**src/rtl/mul_pkg.sv**
```systemverilog
// Shared multiplier definitions: default widths, product type and latency helper.
package mul_pkg;

    localparam int unsigned MUL_W  = 4;
    localparam int unsigned PROD_W = 2 * MUL_W;

    typedef logic [PROD_W-1:0] prod_t;

    // Multiplier latency for a given pipelining option and multiplier style.
    function automatic int unsigned mul_latency(input int unsigned pipe, input int unsigned m);
        return ((m > 0) ? 1 : 0) + 2 * pipe + ((m > 1) ? 1 : 0);
    endfunction

endpackage

```
**src/rtl/mul_issue_ctrl_sync_fifo.sv**
```systemverilog
// Synchronous circular FIFO with storage cleared on reset.
module sync_fifo #(
    parameter int unsigned WIDTH = 8,
    parameter int unsigned DEPTH = 4,
    localparam int unsigned CW = $clog2(DEPTH + 1),
    localparam int unsigned PW = (DEPTH > 1) ? $clog2(DEPTH) : 1
) (
    input  logic             clk,
    input  logic             rst,
    input  logic             push,
    input  logic [WIDTH-1:0] wdata,
    input  logic             pop,
    output logic [WIDTH-1:0] rdata,
    output logic             full,
    output logic             empty,
    output logic [CW-1:0]    count
);

    logic [WIDTH-1:0] mem [DEPTH];
    logic [PW-1:0]    rd_ptr;
    logic [PW-1:0]    wr_ptr;
    logic             do_push;
    logic             do_pop;

    // Pointer advance with wrap at DEPTH (DEPTH need not be a power of two).
    function automatic logic [PW-1:0] ptr_inc(input logic [PW-1:0] p);
        return (p == PW'(DEPTH - 1)) ? '0 : p + PW'(1);
    endfunction

    assign empty   = (count == '0);
    assign full    = (count == CW'(DEPTH));
    assign do_pop  = pop && !empty;
    assign do_push = push && (!full || do_pop);
    assign rdata   = mem[rd_ptr];

    // Storage write.
    always_ff @(posedge clk or negedge rst) begin
        if (!rst) begin
            for (int i = 0; i < int'(DEPTH); i++) begin
                mem[i] <= '0;
            end
        end else if (do_push) begin
            mem[wr_ptr] <= wdata;
        end
    end

    // Pointers and count; simultaneous push/pop leaves count unchanged.
    always_ff @(posedge clk or negedge rst) begin
        if (!rst) begin
            rd_ptr <= '0;
            wr_ptr <= '0;
            count  <= '0;
        end else begin
            if (do_push) begin
                wr_ptr <= ptr_inc(wr_ptr);
            end
            if (do_pop) begin
                rd_ptr <= ptr_inc(rd_ptr);
            end
            if (do_push && !do_pop) begin
                count <= count + CW'(1);
            end else if (do_pop && !do_push) begin
                count <= count - CW'(1);
            end
        end
    end

endmodule

```
**src/rtl/mul_issue_ctrl.sv**
```systemverilog
// Credit-based issue front-end for a fixed-latency multiplier with an output FIFO.
module mul_issue_ctrl
    import mul_pkg::*;
#(
    parameter int unsigned W     = MUL_W,
    parameter int unsigned LAT   = mul_latency(0, 1),
    parameter int unsigned DEPTH = 4,
    localparam int unsigned OCC_W = $clog2(DEPTH + 1)
) (
    input  logic             clk,
    input  logic             rst,
    input  logic             in_valid,
    output logic             in_ready,
    input  logic [W-1:0]     in_a,
    input  logic [W-1:0]     in_b,
    output logic [W-1:0]     mul_a,
    output logic [W-1:0]     mul_b,
    input  logic [2*W-1:0]   mul_product,
    output logic             out_valid,
    input  logic             out_ready,
    output logic [2*W-1:0]   out_product,
    output logic [OCC_W-1:0] occupancy
);

    localparam int unsigned SR_W = LAT + 1;

    logic [SR_W-1:0]  vld_sr;
    logic             accept;
    logic             fifo_pop;
    logic             fifo_full;
    logic             fifo_empty;
    logic [OCC_W-1:0] fifo_count;
    logic [OCC_W-1:0] inflight;

    assign accept    = in_valid && in_ready;
    assign fifo_pop  = out_valid && out_ready;
    assign inflight  = OCC_W'($countones(vld_sr));
    assign occupancy = inflight + fifo_count;
    // A full FIFO already exhausts the credit; the explicit term keeps overflow impossible by construction.
    assign in_ready  = rst && !fifo_full && (occupancy < OCC_W'(DEPTH));
    assign out_valid = !fifo_empty;

    // Operand registers hold their value across bubbles.
    always_ff @(posedge clk or negedge rst) begin
        if (!rst) begin
            mul_a <= '0;
            mul_b <= '0;
        end else if (accept) begin
            mul_a <= in_a;
            mul_b <= in_b;
        end
    end

    // Valid tracking through the multiplier pipeline; the top bit marks a product to capture.
    always_ff @(posedge clk or negedge rst) begin
        if (!rst) begin
            vld_sr <= '0;
        end else begin
            vld_sr <= SR_W'({vld_sr, accept});
        end
    end

    sync_fifo #(
        .WIDTH (2 * W),
        .DEPTH (DEPTH)
    ) u_fifo (
        .clk   (clk),
        .rst   (rst),
        .push  (vld_sr[LAT]),
        .wdata (mul_product),
        .pop   (fifo_pop),
        .rdata (out_product),
        .full  (fifo_full),
        .empty (fifo_empty),
        .count (fifo_count)
    );

endmodule

```
**config.mk**
```make
export PLATFORM = sky130hd
export DESIGN_NAME = mul_issue_ctrl
export DESIGN_NICKNAME = d
export VERILOG_FILES = /design/src/rtl/mul_pkg.sv /design/src/rtl/mul_issue_ctrl_sync_fifo.sv /design/src/rtl/mul_issue_ctrl.sv
export SDC_FILE = /design/constraint.sdc
export NUM_CORES = 1
export LEC_CHECK = 0
export ABC_AREA = 1
export CORE_ASPECT_RATIO = 1.75
export CORE_MARGIN = 3
export CORE_UTILIZATION = 40
export CTS_CLUSTER_SIZE = 24
export DETAILED_ROUTE_END_ITERATION = 16
export HOLD_SLACK_MARGIN = 0.15
export PLACE_DENSITY = 0.66
export SLEW_MARGIN = 20
export SYNTH_ARGS = -nofsm -noshare
export SYNTH_HDL_FRONTEND = slang
export SYNTH_SLANG_ARGS = --single-unit
export TNS_END_PERCENT = 30
```
**constraint.sdc**
```tcl
create_clock -name clk -period 2.05 [get_ports clk]
set_clock_uncertainty 0.1 [all_clocks]
set_input_delay 0.41 -clock clk [delete_from_list [all_inputs] [get_ports clk]]
set_output_delay 0.41 -clock clk [all_outputs]
set_load 0.01 [all_outputs]
```
==> results_dict.tcl <==
set metrics [dict create \
    run_status "finished, violations left" \
    violations "negative setup slack" \
    layout-drive-gt1-share_pct 20.8 \
    placed_cells 379 \
    worst_ep_arrival_time_ns 1.63 \
    maxSlewViolCount 0 \
    cts_buffer_depth 2 \
    cts.sinks 49 \
    gr-total-overflow 0 \
    path_buf_inv 5 \
    rows 36 \
    cts_root_buffer "clkbuf_8" \
    antenna_found_initial 0 \
    required_ns 1.54 \
    core_mm2 0.00563 \
    grt_max_degree 50 \
    maxSlewHeadroom_pct 58.8 \
    ys_types 23 \
    postRouteAntennaNets 0 \
    tightest_slew_ns 0.618 \
    finalNetCount 340 \
    finalInstanceArea_mm2 0.00307 \
    final_common_cell "nand2_1" \
    leakage_nw 1.47 \
    fin_crit_sh_pct 105 \
    htree_num_levels 2 \
    synthCells 254 \
    dr.pass1.iters 4 \
    dp_slack_ns -0.282 \
    path_cells "inv_2 > fa_2 > inv_2 > ha_4 > inv_2 > nand2_2 > nand2_2 > nand2_1 > inv_1 > buf_2" \
    fin_util_pct 54.5 \
    die_y_um 108 \
    fmax_mhz 466 \
    rsz0062_at_grt "true" \
    fin_ws_ns -0.0943 \
    whs_ns 0.189 \
    dpl.hpwl_mm 3.65 \
    cp_common_cell "inv_2" \
    cap_violations 0 \
    crit_family "adder cells" \
    path_max_fanout 3 \
    startpoint_type "register" \
    synth_seq_area_share_pct 51.8 \
    dpl-instance-area_mm2 0.00293 \
    cts_made_buffers 5 \
    finalPower_mw 4.63 \
    syn_nets 283 \
    hold_buffers 0 \
    die_area_mm2 0.00691 \
    drc 0 \
    grt_pass1_vias 1889 \
    finalNonFillerCells 388 \
    syn_avg_cell_area_um2 9.32 \
    hold_class "in -> async" \
    pin_count 41 \
    grt_first_pass_wirelength_mm 8.49 \
    die_w_um 64.1 \
    grt.total_usage_pct 15.8 \
    layout_min_cycle_time_ns 2.14 \
    fill_cells 545 \
    hold_viol 0 \
    final_cell_mix "nand2_1 (56), dfrtp_1 (47), clkdlybuf4s50_1 (26)" \
    synth_warnings 0 \
    tns_ns -0.136 \
    route.vias.total 1863 \
    antenna_cells 0 \
    p_per_area_mw_per_mm2 1510 \
    slowest_stage "dfrtp_2" \
    setup_viol 2 \
    drtIter0Drc 88 \
    cts_tree "yes" \
    path_clk_slew_ns 0.09 \
    area_growth_pct 29.6 \
    ys_ff_latch 49 \
    start_util_pct 42.0 \
    synth_area_mm2 0.00237 \
    portBuffers 40 \
    clk_latency_ns 0.29 \
    max-vdd-ir-drop_v 0.000837 \
    worst-setup-path-type "reg -> out" \
    gp_congestion 0.714 \
    max_stage_delay_ns 0.37 \
    wirelength_mm 5.00 \
    wl_per_cell_um 12.9 \
    via_per_inst 4.80 \
    critPathCaptureType "primary output" \
]
repair_timing:
item                       CTS  global route
setup endpoints to repair   15            15
resized for setup           28            18
pin swaps                    2             2
gates cloned                 0             0
setup buffers                0             1
worst register-to-register path: stages (launching register included):
cell and delay [ns]:
dfrtp_2 0.40, buf_4 0.16, nor2_4 0.13, nand2_1 0.09, nand2_2 0.08, ha_2 0.18
inv_2 0.04, fa_1 0.39, nor2_1 0.12, nor2_1 0.04, nand2_1 0.06, xor2_1 0.14
layer usage:
layer	track usage (%)	vias to the layer above	wire length, µm
met5	0	-	0
met4	5.90	0	80
met3	3.55	6	242
met2	29.8	40	2690
met1	16.7	872	1980
li1	-	945	-
layout make-up:
| cell class | instances | area [µm²] | area share, % |
|---|---|---|---|
| clock buffers | 7 | 86.3 | 2.82 |
| repair buffers | 59 | 518 | 16.9 |
| inverters | 26 | 97.6 | 3.18 |
| clock inverters | 1 | 30.0 | 0.979 |
| well taps | 76 | 95.1 | 3.10 |
| multi-input cells | 170 | 1010 | 33.0 |
| flip-flops and latches | 49 | 1230 | 40.1 |
cell families after synthesis:
family          count (synthesis)  share of synthesized area (%)
flops                          49                           51.8
fa+ha+maj                       9                           5.39
simple gates                   97                           19.8
mux                             1                          0.476
compound gates                 61                           14.8
buf+inv                        35                           6.98
xor+xnor                        2                          0.740
where the power goes:
group / switching (mW) / internal, mW
Combinational: 1.17 / 1.08
Sequential: 0.266 / 1.40
Clock: 0.312 / 0.398
cells in the mapped netlist (all sizes together):
library cell  instances  share of area (%)
a21oi                 3               0.79
buf                   8                2.7
clkbuf                1               0.16
dfrtp                49                 52
fa                    2                1.7
ha                    7                3.7
inv                  26                4.1
mux2                  1               0.48
nand2                60                9.5
nand3                 5                3.7
nand4                 9                2.6
nor2                 23                4.0
o21ai                50                 12
o22ai                 8                2.1
xnor2                 1               0.37
xor2                  1               0.37
registers in the layout (all words and copies together), names as in the netlist:
register,cells
mul_b,4
u_fifo.count,3
u_fifo.mem,32
u_fifo.rd_ptr,2
vld_sr,2
u_fifo.wr_ptr,2
mul_a,4
final timing paths:
check	start	to	slack [ns]	cells past startpoint
min in group clk	vld_sr[0]	vld_sr[1]	0.30	0
max in group asynchronous	rst	u_fifo.count[0]	1.20	2
worst max register to register	u_fifo.count[0]	u_fifo.count[2]	0.04	11
worst max-delay path	vld_sr[1]	in_ready	-0.09	10
worst min-delay path	rst	u_fifo.mem[28]	0.19	2
worst min register to register	vld_sr[0]	vld_sr[1]	0.30	0
(Power assumes the default switching activity.)
